<file path="src/rtl/seq_restoring_divider_pkg.sv">
// Shared definitions for the sequential restoring divider:
// FSM state encodings and the default operand width.
package seq_div_pkg;

    localparam int DIV_WIDTH = 8;

    typedef enum logic [1:0] {
        ST_IDLE = 2'd0,
        ST_RUN  = 2'd1,
        ST_DONE = 2'd2
    } div_state_t;

endpackage

</file>
<file path="src/rtl/seq_restoring_divider_if.sv">
// Handshake/operand bundle for seq_restoring_divider.
// master = requester (drives operands/start), slave = divider.
// Optional macro SEQ_DIV_DZ_EN adds the dz_err divide-by-zero flag.
interface seq_restoring_divider_if #(
    parameter int WIDTH = seq_div_pkg::DIV_WIDTH
);

    logic             enable;
    logic             start;
    logic [WIDTH-1:0] dividend;
    logic [WIDTH-1:0] divisor;
    logic             busy;
    logic             done;
    logic [WIDTH-1:0] quotient;
    logic [WIDTH-1:0] remainder;
`ifdef SEQ_DIV_DZ_EN
    logic             dz_err;

    modport master (
        output enable, start, dividend, divisor,
        input  busy, done, quotient, remainder, dz_err
    );

    modport slave (
        input  enable, start, dividend, divisor,
        output busy, done, quotient, remainder, dz_err
    );
`else
    modport master (
        output enable, start, dividend, divisor,
        input  busy, done, quotient, remainder
    );

    modport slave (
        input  enable, start, dividend, divisor,
        output busy, done, quotient, remainder
    );
`endif

endinterface

</file>
<file path="src/rtl/seq_restoring_divider_div_step.sv">
// One combinational restoring-division step, MSB first.
// The shifted partial remainder is compared at WIDTH+1 bits; the stored
// remainder always fits in WIDTH bits because it stays below the divisor.
module div_step #(
    parameter int WIDTH = seq_div_pkg::DIV_WIDTH
) (
    input  logic [WIDTH-1:0] p,
    input  logic [WIDTH-1:0] q,
    input  logic [WIDTH-1:0] d,
    output logic [WIDTH-1:0] p_next,
    output logic [WIDTH-1:0] q_next
);

    logic [WIDTH:0] p_sh;
    logic           ge;

    assign p_sh = {p, q[WIDTH-1]};
    assign ge   = (p_sh >= {1'b0, d});

    // shift in the next dividend bit, subtract when the divisor fits
    always_comb begin
        p_next = p_sh[WIDTH-1:0];
        q_next = {q[WIDTH-2:0], 1'b0};
        if (ge) begin
            p_next = p_sh[WIDTH-1:0] - d;
            q_next = {q[WIDTH-2:0], 1'b1};
        end
    end

endmodule

</file>
<file path="src/rtl/seq_restoring_divider.sv">
// Iterative unsigned restoring divider, one quotient bit per clock.
// Start/busy/done handshake; enable low forces all outputs to 0 and aborts
// a running division.
// Optional macro SEQ_DIV_DZ_EN: divide-by-zero shortcut with dz_err flag.
//
// state   | meaning
// ST_IDLE | waiting for start & enable
// ST_RUN  | iterating, cnt counts steps 0..WIDTH-1
// ST_DONE | results valid, done pulse; may accept a new start
module seq_restoring_divider
    import seq_div_pkg::*;
#(
    parameter int WIDTH = DIV_WIDTH
) (
    input  logic                   wb_clk_i,
    input  logic                   wb_rst_i,
    seq_restoring_divider_if.slave bus
);

    localparam int CW = (WIDTH > 2) ? $clog2(WIDTH) : 1;

    div_state_t       state, state_nxt;
    logic [CW-1:0]    cnt;
    logic [WIDTH-1:0] p_reg, q_reg, d_reg;
    logic [WIDTH-1:0] quo_reg, rem_reg;
    logic [WIDTH-1:0] p_nxt, q_nxt;
    logic             accept;
    logic             last_step;
    logic             dz_take;

    div_step #(.WIDTH(WIDTH)) u_step (
        .p      (p_reg),
        .q      (q_reg),
        .d      (d_reg),
        .p_next (p_nxt),
        .q_next (q_nxt)
    );

    assign last_step = (cnt == CW'(WIDTH - 1));

`ifdef SEQ_DIV_DZ_EN
    logic dz_reg;
    assign dz_take    = (bus.divisor == '0);
    assign bus.dz_err = bus.enable & dz_reg;
`else
    assign dz_take    = 1'b0;
`endif

    // state register
    always_ff @(posedge wb_clk_i or posedge wb_rst_i) begin
        if (wb_rst_i)
            state <= ST_IDLE;
        else
            state <= state_nxt;
    end

    // next-state and start acceptance
    always_comb begin
        state_nxt = state;
        accept    = 1'b0;
        case (state)
            ST_IDLE: begin
                if (bus.enable && bus.start) begin
                    accept    = 1'b1;
                    state_nxt = dz_take ? ST_DONE : ST_RUN;
                end
            end
            ST_RUN: begin
                if (!bus.enable)
                    state_nxt = ST_IDLE;
                else if (last_step)
                    state_nxt = ST_DONE;
            end
            ST_DONE: begin
                if (bus.enable && bus.start) begin
                    accept    = 1'b1;
                    state_nxt = dz_take ? ST_DONE : ST_RUN;
                end else begin
                    state_nxt = ST_IDLE;
                end
            end
            default: state_nxt = ST_IDLE;
        endcase
    end

    // operand capture, iteration registers and result registers
    always_ff @(posedge wb_clk_i or posedge wb_rst_i) begin
        if (wb_rst_i) begin
            cnt     <= '0;
            p_reg   <= '0;
            q_reg   <= '0;
            d_reg   <= '0;
            quo_reg <= '0;
            rem_reg <= '0;
`ifdef SEQ_DIV_DZ_EN
            dz_reg  <= 1'b0;
`endif
        end else if (accept) begin
            cnt   <= '0;
            p_reg <= '0;
            q_reg <= bus.dividend;
            d_reg <= bus.divisor;
`ifdef SEQ_DIV_DZ_EN
            dz_reg <= dz_take;
            if (dz_take) begin
                quo_reg <= '1;
                rem_reg <= bus.dividend;
            end
`endif
        end else if (state == ST_RUN) begin
            if (!bus.enable) begin
                cnt     <= '0;
                quo_reg <= '0;
                rem_reg <= '0;
            end else begin
                p_reg <= p_nxt;
                q_reg <= q_nxt;
                cnt   <= cnt + 1'b1;
                if (last_step) begin
                    cnt     <= '0;
                    quo_reg <= q_nxt;
                    rem_reg <= p_nxt;
                end
            end
        end
    end

    assign bus.busy      = bus.enable & (state == ST_RUN);
    assign bus.done      = bus.enable & (state == ST_DONE);
    assign bus.quotient  = bus.enable ? quo_reg : '0;
    assign bus.remainder = bus.enable ? rem_reg : '0;

endmodule

</file>
<file path="src/flat_wrapper.sv">
// flat-port wrapper written by rule: the top's interface ports become plain ports
module seq_restoring_divider_flat import seq_div_pkg::*;
#(
    parameter int WIDTH = DIV_WIDTH
)
  (wb_clk_i, wb_rst_i, bus_enable, bus_start, bus_dividend, bus_divisor, bus_busy, bus_done, bus_quotient, bus_remainder);
  seq_restoring_divider_if #(.WIDTH(WIDTH)) bus_i ();
  input  logic wb_clk_i;
  input  logic wb_rst_i;
  input wire logic [$bits(bus_i.enable)-1:0] bus_enable;
  input wire logic [$bits(bus_i.start)-1:0] bus_start;
  input wire logic [$bits(bus_i.dividend)-1:0] bus_dividend;
  input wire logic [$bits(bus_i.divisor)-1:0] bus_divisor;
  output wire logic [$bits(bus_i.busy)-1:0] bus_busy;
  output wire logic [$bits(bus_i.done)-1:0] bus_done;
  output wire logic [$bits(bus_i.quotient)-1:0] bus_quotient;
  output wire logic [$bits(bus_i.remainder)-1:0] bus_remainder;
  assign bus_i.enable = bus_enable;
  assign bus_i.start = bus_start;
  assign bus_i.dividend = bus_dividend;
  assign bus_i.divisor = bus_divisor;
  assign bus_busy = bus_i.busy;
  assign bus_done = bus_i.done;
  assign bus_quotient = bus_i.quotient;
  assign bus_remainder = bus_i.remainder;
  seq_restoring_divider #(.WIDTH(WIDTH)) u_core (.wb_clk_i(wb_clk_i), .wb_rst_i(wb_rst_i), .bus(bus_i));
endmodule
</file>
<file path="config.mk">
export PLATFORM = sky130hd
export DESIGN_NAME = seq_restoring_divider_flat
export DESIGN_NICKNAME = d
export VERILOG_FILES = /design/src/rtl/seq_restoring_divider_pkg.sv /design/src/rtl/seq_restoring_divider_if.sv /design/src/rtl/seq_restoring_divider_div_step.sv /design/src/rtl/seq_restoring_divider.sv /design/src/flat_wrapper.sv
export SDC_FILE = /design/constraint.sdc
export NUM_CORES = 1
export LEC_CHECK = 0
export ABC_AREA = 1
export BUFFER_PORTS_ARGS = -buffer_cell sky130_fd_sc_hd__buf_4
export CAP_MARGIN = 20
export CORE_MARGIN = 2
export CORE_UTILIZATION = 57
export CTS_CLUSTER_SIZE = 40
export DETAILED_ROUTE_END_ITERATION = 16
export GPL_TIMING_DRIVEN = 1
export PLACE_DENSITY = 0.8
export RECOVER_POWER = 25
export SYNTH_ARGS = -nofsm -noshare
export SYNTH_HDL_FRONTEND = slang
export SYNTH_SLANG_ARGS = --single-unit
</file>
<file path="constraint.sdc">
create_clock -name wb_clk_i -period 2.1 [get_ports wb_clk_i]
set_input_delay 0.21 -clock wb_clk_i [delete_from_list [all_inputs] [get_ports wb_clk_i]]
set_output_delay 0.21 -clock wb_clk_i [all_outputs]
set_load 0.01 [all_outputs]
</file>
# Yosys cells after proc, flatten, opt, wreduce, memory -nomap -nowiden
# Index checks and enable logic that the tools add are counted.
# totals
register_bits	45
out_inout_bits	18
wordCells	52
# op_classes
add_sub_neg	2
n_lt_le_gt_ge	1
eq_ne	6
mux	25
bitwise_logic	3
reduce_logical	8
# op_table
op	count
8-bit 2-to-1 mux	13
3-bit 2-to-1 mux	4
9-bit by 8-bit >= comparator with 1-bit output	1
8-bit subtractor	1
2-bit 2-to-1 mux	3
2-bit one-hot mux with 3 select lines	1
1-bit 2-to-1 mux	4
2-bit by 1-bit != test with 1-bit output (second input constant)	2
2-bit AND reduction	2
2-bit nonzero test	2
3-bit by 1-bit adder with 3-bit output (second input constant)	1
3-bit equality test (second input constant)	1
3-bit by 2-bit != test with 1-bit output (second input constant)	1
3-bit AND reduction	1
1-bit bitwise AND	2
2-bit by 1-bit equality test with 1-bit output (second input constant)	1
2-bit equality test (second input constant)	1
2-bit logical NOT	1
2-bit OR reduction	1
1-bit logical AND	1
1-bit NOT	1

# Depth between registers and ports, before layout
# Gate-level depths: netlist of run 1.
# logic_depth
word_depth	5
ltp_mapped	12
mapped_depth_nobuf	12

# Cells and area by module
# A second synthesis of run 1 with hierarchy kept.
# hier_totals
hier_cells	372
area_unflattened_um2	2802.7
# by_module_without_submodules
module	n_inst	cells_per_inst	area_per_inst_um2	seq_area_each_um2
seq_restoring_divider	1	255	2090.8	1126.1
div_step	1	117	711.9	0.0

# Least setup slack after synthesis of run 1
# Ideal clock, no wire load.
# synth_path
path_kind	register to register
from	reg u_core.q_reg[7]
to	reg u_core.p_reg[4]
setup_time_ps	118
t_arrival_ps	1494
path_slack_ps	488
stages_incl_launch_ff	11
period_less_slack_ps	1612
path_cell_list	dfrtp_1 > inv_1 > ha_1 > inv_1 > fa_1 > nand3_1 > nand3_1 > xnor2_1 > nand2_2 > nand3_1 > nand2_1
# synth_between
elab_chain_len	5
word_cells_on_any_way	6
cone_classes	add/sub: 1; order compare: 1; mux: 4
# synth_lines
item	line_no	source
start: declaration	seq_restoring_divider.sv:24	logic [WIDTH-1:0] p_reg, q_reg, d_reg;
start signal: assignment	seq_restoring_divider.sv:101	q_reg <= bus.dividend;
start signal: assignment	seq_restoring_divider.sv:117	q_reg <= q_nxt;
8-bit subtractor / 9-bit by 8-bit >= comparator with 1-bit output (equally long branches)	seq_restoring_divider_div_step.sv:25, seq_restoring_divider_div_step.sv:18	
8-bit 2-to-1 mux *	seq_restoring_divider_div_step.sv:24	if (ge) begin
8-bit 2-to-1 mux *	seq_restoring_divider.sv:111	if (!bus.enable) begin
8-bit 2-to-1 mux *	seq_restoring_divider.sv:110	end else if (state == ST_RUN) begin
8-bit 2-to-1 mux *	seq_restoring_divider.sv:98	end else if (accept) begin
end signal: assignment	seq_restoring_divider.sv:116	p_reg <= p_nxt;
end: declaration	seq_restoring_divider.sv:24	
# Every way passes the cells marked *; elsewhere a longest branch is shown, timed or not. The select of a mux whose other input is x is not followed.
# A chain may end at the register's enable or synchronous reset.

# Worst setup path in the final report of run 1
# Same ends and word-level chain as after synthesis.

==> impl_metrics.json, run 1 <==
{
  "status": "complete, no violations",
  "ys_types": 29,
  "crit_chain": "inv_1, ha_1, inv_1, fa_1, nand3_1, nand3_1, xnor2_1, nand2_2, nand3_1, nand2_1",
  "p_comb_share_pct": 49.3,
  "grt_antenna_before_repair": 0,
  "clockRootBuffer": "clkbuf_8",
  "grt_pass1_vias": 1917,
  "area_growth_pct": 15.5,
  "grt_pass1_wl_um": 8910,
  "dieArea_mm2": 0.00493,
  "endpoint_kind": "flop",
  "htree_levels": 2,
  "synth_cells": 328,
  "async_reset_ff_share_pct": 100,
  "grt_use_met2_pct": 35.0,
  "hold_class": "in2reg",
  "placed_cell_area_mm2": 0.00281,
  "vias_per_cell": 5.15,
  "yosysSeqAreaShare_pct": 45.0,
  "fillers": 394,
  "start_util_pct": 58.2,
  "grt-ovfl-total": 0,
  "rows": 24,
  "min_from": "bus_divisor[0]",
  "nets": 396,
  "grt.busiest_layer": "met2",
  "yosysMostFrequentCell": "nand2_1",
  "maxSlewViolCount": 0,
  "post_cts_buffers": 0,
  "criticalPathCategory": "reg2reg",
  "setup-violations-final": 0,
  "cp.arrival_ns": 2.12,
  "ioPinCount": 38,
  "dp_cells": 410,
  "syn_nets": 359,
  "worst_r2r_path_depth": 10,
  "grt_max_degree": 46,
  "slew_headroom_pct": 29.4,
  "max_slew.worst_pin.slew_ns": 1.06,
  "hold_end": "u_core.d_reg[0]",
  "r2r_slack_ns": 0.17,
  "r2r_start": "u_core.q_reg[7]",
  "synth_commonest_cells": "nand2_1, inv_1, dfrtp_1, nand3_1, o21ai_0",
  "netlist.area_leader.share_pct": 45.0,
  "ir_worst_vdd_mv": 0.585,
  "period_needed_ns": 1.93,
  "synth_ff_type": "dfrtp_1",
  "die_x_um": 70.2,
  "clk_latency_ns": 0.30,
  "power.leakage_nw": 1.69,
  "maxCapViolCount": 0,
  "die_h_um": 70.2,
  "num_vias": 2149,
  "grt_usage_pct": 23.5,
  "powerDensity_mw_per_mm2": 1210,
  "diodes": 0,
  "postLayoutCoreUtil_pct": 67.2,
  "cp_num_buf_inv": 2,
  "path_max_fanout": 3,
  "setup_tns_ns": 0,
  "syn-cell-area_mm2": 0.00250,
  "power.net_switching_mw": 1.51,
  "cts_tree": "yes",
  "sw_frac_of_total_pct": 43.1,
  "port_buffers": 37,
  "clock_sinks": 45,
  "worst_path_max_delay_cell": "fa_1",
  "routedWlPerCell_um": 12.6,
  "ys_seq_elements": 45,
  "ctsHoldBuffers": 0,
  "seqPwrFrac_pct": 36.0,
  "finalHoldViolCount": 0,
  "coreArea_mm2": 0.00429,
  "drive_gt1_share_pct": 17.8,
  "synth_edf_count": 0,
  "reg2reg_to": "u_core.p_reg[4]",
  "numCtsBuffers": 5,
  "avgSynthCellArea_um2": 7.63,
  "internal_power_mw": 1.99,
  "routed_wirelength_um": 5260,
  "fin_crit_sh_pct": 91.8,
  "cpMostUsedCell": "nand3_1",
  "startpoint_type": "flop",
  "ant_nets": 0,
  "first_iter_violations": 146,
  "drc_errors": 0,
  "setup_ws_ns": 0.173,
  "worstHoldPathCells": 3,
  "met3_usage_pct": 4.47,
  "synth_warnings": 0,
  "synthTopCellsByArea": "dfrtp_1, nand2_1, inv_1",
  "slowest_delay_ns": 0.44,
  "crit_family": "adder cells",
  "gp_congestion": 0.923,
  "critical_path_required_ns": 2.29,
  "rsz0062_at_grt": "false",
  "post-dp-hpwl_um": 3960,
  "first_pass_iters": 7,
  "clock_power_share_pct": 14.7,
  "cts_resized": 0,
  "yosysTopAreaCell": "dfrtp_1",
  "clk_pin_slew_ns": 0.08,
  "instances_no_fill": 417,
  "dp_slack_ns": 0.216,
  "total_power_mw": 3.50,
  "final_cell_area_mm2": 0.00289,
  "skew_ns": 0.00301,
  "grt.met1_usage_pct": 34.3,
  "clk_path_buf_depth": 2,
  "holdWs_ns": 0.104,
  "max_freq_ghz": 0.519
}
==> cell families after synthesis <==
logic type / Yosys count / synth area share (%)
buffers and inverters: 63 / 10.1
AOI/OAI and AO/OA: 25 / 6.00
xor gates and xnor gates: 3 / 1.05
adders and majority gates: 11 / 5.80
DFF: 45 / 45.0
and+or+nand+nor: 181 / 32.0
==> power by group through the flow <==
stage	logic (mW)	clock network (mW)	registers, mW
floorplan	1.35	0	1.23
global placement	1.69	0	1.27
detailed placement	1.72	0	1.28
CTS	1.73	0.525	1.26
global route	1.96	0.569	1.29
finish	1.73	0.516	1.26
==> layout by cell type, fill, tap and decap left out, types with 5 or more instances in the layout <==
cell,n
nand2_1,119
inv_1,50
dfrtp_1,45
buf_4,37
nand3_1,35
o21ai_0,15
ha_1,10
nand2_2,9
nor2_1,7
clkbuf_8,5
==> tightest hold or removal path, stage by stage <==
cell,delay [ns]
buf_4,0.08
nand2_1,0.04
nand2_1,0.04
==> worst max-delay path by stage <==
stage                          from                end  slack, ns  cells past startpoint
floorplan           u_core.q_reg[7]    u_core.p_reg[4]       0.49                     10
CTS                 u_core.q_reg[7]    u_core.p_reg[4]       0.21                     10
finish              u_core.q_reg[7]    u_core.p_reg[4]       0.17                     10
global placement    u_core.q_reg[7]  u_core.rem_reg[4]       0.22                     10
detailed placement  u_core.q_reg[7]    u_core.p_reg[4]       0.22                     10
global route        u_core.q_reg[7]    u_core.p_reg[4]       0.06                     10
==> metal layers <==
metal  vias to the layer above  share of wire, %
li1                       1089                 -
met1                       992                43
met2                        61                49
met3                         7               6.1
met4                         0               1.8
met5                         -                 0
==> layout make-up <==
type / instances / area [µm²] / share of cell area, %
clock buffer: 6 / 72.6 / 2.51
clock inverter: 1 / 8.76 / 0.303
inverter: 54 / 203 / 7.02
multi-input combinational: 220 / 1120 / 38.9
sequential: 45 / 1130 / 39.0
tap: 52 / 65.1 / 2.25
timing repair buffer: 39 / 290 / 10.1
(Power assumes the default switching activity.)
==> inputs of run 2 (changes only) <==
- CORE_UTILIZATION: 57 -> 51
- PLACE_DENSITY: 0.8 -> 0.76
- clock period: 2.1 -> 1.6 ns (I/O delays scaled with it)
==> run 2 against run 1 <==
The flow now finishes with violations (setup timing). Utilization up 9.7 points. Sequential share of layout area down 8.0 points. Combinational power up 130%. Hold slack worse by 0.055 ns. Largest power group unchanged.
==> impl_metrics.json, run 2 (same netlist as run 1, synthesis figures left out) <==
{
  "port_buffers": 37,
  "setup_tns_ns": -2.68,
  "max_freq_ghz": 0.557,
  "violations": "setup timing",
  "internal_power_mw": 3.51,
  "startpoint_type": "flop",
  "num_vias": 2611,
  "grt_pass1_wl_um": 10700,
  "mostFrequentLayoutCell": "nand2_1",
  "post-dp-hpwl_um": 4570,
  "max_slew.worst_pin.slew_ns": 0.603,
  "routedWlPerCell_um": 15.5,
  "period_needed_ns": 1.80,
  "ir_worst_vdd_mv": 0.901,
  "status": "finished with violations",
  "routed-wl-met2_um": 3620,
  "reg2reg_to": "u_core.p_reg[1]",
  "worst_path_max_delay_cell": "dfrtp_1",
  "skew_ns": 0.0107,
  "seqPwrFrac_pct": 26.1,
  "power.net_switching_mw": 2.95,
  "clock_power_share_pct": 11.4,
  "grt_usage_pct": 25.7,
  "clk_pin_slew_ns": 0.09,
  "r2r_slack_ns": -0.20,
  "finalHoldViolCount": 0,
  "worst_r2r_path_depth": 10,
  "total_power_mw": 6.46,
  "cts_tree": "yes",
  "timing.critical_path.from": "u_core.p_reg[5]",
  "rows": 25,
  "drc_errors": 0,
  "clock_sinks": 45,
  "setup-violations-final": 18,
  "powerDensity_mw_per_mm2": 1780,
  "slowest_delay_ns": 0.44,
  "die_h_um": 74.0,
  "holdWs_ns": 0.0493,
  "vias_per_cell": 5.42,
  "cpMostUsedCell": "nand2_1",
  "coreArea_mm2": 0.00472,
  "fillers": 303,
  "path_max_fanout": 4,
  "crit_path_end": "u_core.p_reg[1]",
  "maxSlewViolCount": 0,
  "die_x_um": 74.0,
  "gp_congestion": 0.912,
  "grt-ovfl-total": 0,
  "endpoint_kind": "flop",
  "cp.arrival_ns": 1.99,
  "drive_gt1_share_pct": 40.5,
  "rsz0062_at_grt": "true",
  "power.leakage_nw": 2.00,
  "grt_max_degree": 21,
  "ioPinCount": 38,
  "route.met3.wl_um": 443,
  "clockRootBuffer": "clkbuf_8",
  "grt_antenna_before_repair": 0,
  "first_iter_violations": 268,
  "criticalPathCategory": "reg2reg",
  "hold_class": "in2reg",
  "start_util_pct": 53.0,
  "routed_wirelength_um": 7470,
  "slew_headroom_pct": 59.5,
  "numCtsBuffers": 5,
  "grt_pass1_vias": 2270,
  "nets": 445,
  "p_comb_share_pct": 62.5,
  "top_layer": "met4",
  "r2r_start": "u_core.p_reg[5]",
  "crit_chain": "ha_4, nand2_1, nand2_1, nand2_1, nand2_2, nor2_4, buf_6, nand3_2, nand3_4, nand2_2",
  "clk_latency_ns": 0.31,
  "fin_crit_sh_pct": 112,
  "maxCapViolCount": 0,
  "area_growth_pct": 45.2,
  "diodes": 0,
  "htree_levels": 2,
  "layout_common_cells": "nand2_1, buf_4, dfrtp_1, inv_1, nand3_1",
  "sw_frac_of_total_pct": 45.7,
  "critical_path_required_ns": 1.80,
  "dieArea_mm2": 0.00548,
  "clk_path_buf_depth": 2,
  "first_pass_iters": 5,
  "wl_met1_um": 3100,
  "ant_nets": 0,
  "setup_ws_ns": -0.196
}
run 2: cell count changes in the layout (fill, tap and decap cells not counted), sizes merged:
cell | previous run | this run
buf | 37 | 82
clkbuf | 8 | 7
clkinvlp | 0 | 2
dlygate4sd3 | 0 | 1
inv | 53 | 54
nand2 | 130 | 132
run 2: layout make-up:
class	count	area, µm²	area share (%)
repair inverters	1	7.51	0.207
clock inverters	3	21.3	0.586
well taps	67	83.8	2.31
clock buffers	5	68.8	1.89
multi-input cells	222	1470	40.3
flip-flops and latches	45	1130	31.0
inverters	54	203	5.58
repair buffers	85	656	18.1
run 2: layer usage:
layer  track usage (%)  up-vias
met3              4.34       31
met2              43.6      132
met5                 0        -
li1                  -     1193
met4              10.5        0
met1              32.6     1255
run 2: power groups by stage:
| stage | logic [mW] | registers (mW) | clock network (mW) |
|---|---|---|---|
| after detailed placement | 2.65 | 1.66 | 0 |
| final | 4.04 | 1.69 | 0.737 |
| after global placement | 2.59 | 1.65 | 0 |
| after global routing | 4.30 | 1.72 | 0.777 |
| after floorplan | 1.78 | 1.62 | 0 |
| after CTS | 3.19 | 1.67 | 0.740 |
run 2: worst min path at each step:
stage / startpoint / end / slack (ns) / depth (start not counted)
6_report: bus_divisor[0] / u_core.d_reg[0] / 0.05 / 3
5_1_grt: bus_dividend[6] / u_core.q_reg[6] / 0.07 / 3
4_1_cts: bus_divisor[0] / u_core.d_reg[0] / 0.05 / 3
3_5_place_dp: wb_rst_i / u_core.quo_reg[2] / 0.19 / 2
3_3_place_gp: wb_rst_i / u_core.quo_reg[2] / 0.19 / 2
2_1_floorplan: bus_divisor[0] / u_core.d_reg[0] / 0.27 / 2
run 2: per-stage QoR:
step / std cells / utilization [%] / setup slack (ns) / cell area [µm²]
after floorplan: 328 / - / 0.0293 / 2500
after global routing: 482 / 76.9 / -0.267 / 3630
after CTS: 479 / 72.5 / -0.0971 / 3420
after detailed placement: 459 / 65.3 / -0.230 / 3090
final: 482 / 76.9 / -0.196 / 3630
after global placement: 459 / 65.3 / -0.167 / 3090
run 2: what timing repair did:
item                                    in CTS  in global routing
resized for setup                           27                 52
hold buffers                                 1                  0
gates cloned                                 2                  1
hold endpoints to repair                    15                  0
pin swaps                                   11                 21
endpoints found under the setup margin      21                 26
setup buffers                               10                  2
run 2: critical path: cells and delay by family (launching register included):
family	cells	cell delay [ns]
simple gates	8	0.80
buf+inv	1	0.18
fa+ha+maj	1	0.25
flops	1	0.44
==> inputs of run 3 (changes only) <==
- CORE_UTILIZATION: 51 -> 52
- REMOVE_ABC_BUFFERS: not set -> 1
- SYNTH_HIERARCHICAL: not set -> 1
==> run 3 against run 2 <==
The run still ends with setup timing left. Synthesized cell count grew 13%. Sequential power shrank 5%. Utilization shrank 4.9 points. Critical path depth grew 2. Critical path type unchanged. Largest cell class unchanged. Largest power group unchanged.
==> impl_metrics.json, run 3 <==
{
  "dp_cells": 486,
  "ys_types": 26,
  "nets": 465,
  "seqPwrFrac_pct": 24.6,
  "power.leakage_nw": 2.06,
  "worstHoldPathCells": 3,
  "placed_cell_area_mm2": 0.00326,
  "synth_warnings": 6,
  "hold_class": "in2reg",
  "clk_latency_ns": 0.30,
  "diodes": 0,
  "skew_ns": 0.0101,
  "instances_no_fill": 505,
  "port_buffers": 37,
  "grt_pass1_vias": 2423,
  "reg2reg_to": "u_core/rem_reg[5]",
  "ioPinCount": 38,
  "clk_path_buf_depth": 2,
  "yosysSeqAreaShare_pct": 40.2,
  "ant_nets": 0,
  "r2r_start": "u_core/p_reg[1]",
  "clock_power_share_pct": 13.3,
  "synth_cells": 372,
  "htree_levels": 2,
  "syn-cell-area_mm2": 0.00280,
  "ys_seq_elements": 45,
  "cp.arrival_ns": 2.03,
  "num_vias": 2546,
  "routed_wirelength_um": 7070,
  "gp_congestion": 0.880,
  "grt-ovfl-total": 0,
  "path_max_fanout": 6,
  "synth_edf_count": 0,
  "coreArea_mm2": 0.00514,
  "powerDensity_mw_per_mm2": 1770,
  "drive_gt1_share_pct": 36.1,
  "layout_common_cells": "nand2_1, buf_4, dfrtp_1, inv_1, nand3_1",
  "synthTopCellsByArea": "dfrtp_1, nand2_1, nand3_1",
  "first_pass_iters": 5,
  "setup-violations-final": 18,
  "post-dp-hpwl_um": 4600,
  "grt_pass1_wl_um": 11500,
  "async_reset_ff_share_pct": 100,
  "r2r_slack_ns": -0.20,
  "fin_crit_sh_pct": 113,
  "final_cell_area_mm2": 0.00370,
  "power.net_switching_mw": 2.98,
  "sw_frac_of_total_pct": 45.5,
  "routedWlPerCell_um": 14.0,
  "clk_pin_slew_ns": 0.09,
  "max_slew.worst_pin.slew_ns": 0.619,
  "finalHoldViolCount": 0,
  "netlist.area_leader.share_pct": 40.2,
  "dieArea_mm2": 0.00599,
  "rsz0062_at_grt": "true",
  "area_growth_pct": 32.1,
  "yosysTopAreaCell": "dfrtp_1",
  "grt_usage_pct": 24.2,
  "endpoint_kind": "flop",
  "numCtsBuffers": 5,
  "critical_path_required_ns": 1.83,
  "slew_headroom_pct": 58.7,
  "p_comb_share_pct": 62.1,
  "worst_r2r_path_depth": 12,
  "clock_sinks": 45,
  "startpoint_type": "flop",
  "criticalPathCategory": "reg2reg",
  "cts_tree": "yes",
  "holdWs_ns": 0.0477,
  "synth_commonest_cells": "nand2_1, inv_1, dfrtp_1, nand3_1",
  "synth_ff_type": "dfrtp_1",
  "period_needed_ns": 1.80,
  "maxCapViolCount": 0,
  "die_x_um": 77.4,
  "setup_ws_ns": -0.200,
  "maxSlewViolCount": 0,
  "status": "finished with violations",
  "internal_power_mw": 3.58,
  "vias_per_cell": 5.04,
  "ir_worst_vdd_mv": 0.850,
  "yosysMostFrequentCell": "nand2_1",
  "avgSynthCellArea_um2": 7.53,
  "start_util_pct": 54.5,
  "grt_max_degree": 46,
  "postLayoutCoreUtil_pct": 72.0,
  "violations": "setup timing",
  "max_freq_ghz": 0.555,
  "mostFrequentLayoutCell": "nand2_1",
  "die_h_um": 77.4,
  "first_iter_violations": 281,
  "rows": 26,
  "min_from": "bus_divisor[7]",
  "drc_errors": 0,
  "dp_slack_ns": -0.301,
  "hold_end": "u_core/d_reg[7]",
  "grt_antenna_before_repair": 0,
  "clockRootBuffer": "clkbuf_8"
}
-- run 3: changes by cell type after synthesis, sizes merged, moves of 2 or more --
cell,previous run,this run
buf,9,20
o211ai,2,0
nand3,35,42
nand4,2,17
a21oi,4,2
o21ai,15,17
clkbuf,0,2
nand2,130,146
-- run 3: critical path, cell delays in order (launching register included) --
cell     delay, ns
dfrtp_1       0.44
ha_4          0.32
nand2_4       0.05
nor2_4        0.11
nand2_2       0.07
nor2_4        0.12
nor2_4        0.05
buf_8         0.14
nand2_8       0.09
nand2_2       0.06
nand2_2       0.09
nand2_2       0.06
o21ai_1       0.13
-- run 3: power groups by stage --
| stage | Sequential (mW) | Clock (mW) | Combinational (mW) |
|---|---|---|---|
| 4_1_cts | 1.61 | 0.882 | 3.64 |
| 3_5_place_dp | 1.60 | 0 | 2.89 |
| 3_3_place_gp | 1.58 | 0 | 2.85 |
| 6_report | 1.61 | 0.872 | 4.08 |
| 5_1_grt | 1.65 | 0.947 | 4.37 |
| 2_1_floorplan | 1.56 | 0 | 2.03 |
-- run 3: logic make-up (layout without fill, tap and decap cells) --
logic type,after synthesis,in the layout,share of synthesized area (%)
compound gates,19,19,3.39
xor+xnor,3,3,0.938
fa+ha+maj,11,11,5.18
buf+inv,77,138,12.7
flops,45,45,40.2
simple gates,217,219,37.6
-- run 3: cell type report --
class	instances	area (µm²)
clock buffers	6	72.6
clock inverters	2	38.8
fillers	380	1440
inverters	55	209
multi-input cells	252	1580
flip-flops and latches	45	1130
well taps	70	87.6
repair buffers	75	586
-- run 3: routing by layer --
metal  track usage [%]  wire length, µm
met1              33.4             3200
met2              39.8             3460
met3              3.95              318
met4              6.79               92
met5                 0                0
-- run 3: worst max-delay path by stage --
stage,startpoint,to
finish,u_core/p_reg[1],u_core/rem_reg[5]
detailed placement,u_core/q_reg[7],u_core/p_reg[4]
CTS,u_core/d_reg[0],u_core/p_reg[4]
global placement,u_core/q_reg[7],u_core/p_reg[4]
global route,u_core/p_reg[1],u_core/rem_reg[5]
floorplan,u_core/q_reg[7],u_core/rem_reg[4]
-- run 3: metrics by stage --
| stage | TNS, ns | total power, mW |
|---|---|---|
| 2_1_floorplan | -2.05 | 3.59 |
| 3_3_place_gp | -3.21 | 4.43 |
| 3_5_place_dp | -3.28 | 4.48 |
| 4_1_cts | -1.99 | 6.13 |
| 5_1_grt | -4.15 | 6.96 |
| 6_report | -2.77 | 6.56 |
-- run 3: timing repair --
action,CTS,global route
endpoints found under the hold margin,45,0
hold buffers,1,0
gates resized for setup,34,21
buffers inserted,6,2
endpoints found under the setup margin,19,19
cloned,2,0
pin swaps,34,14
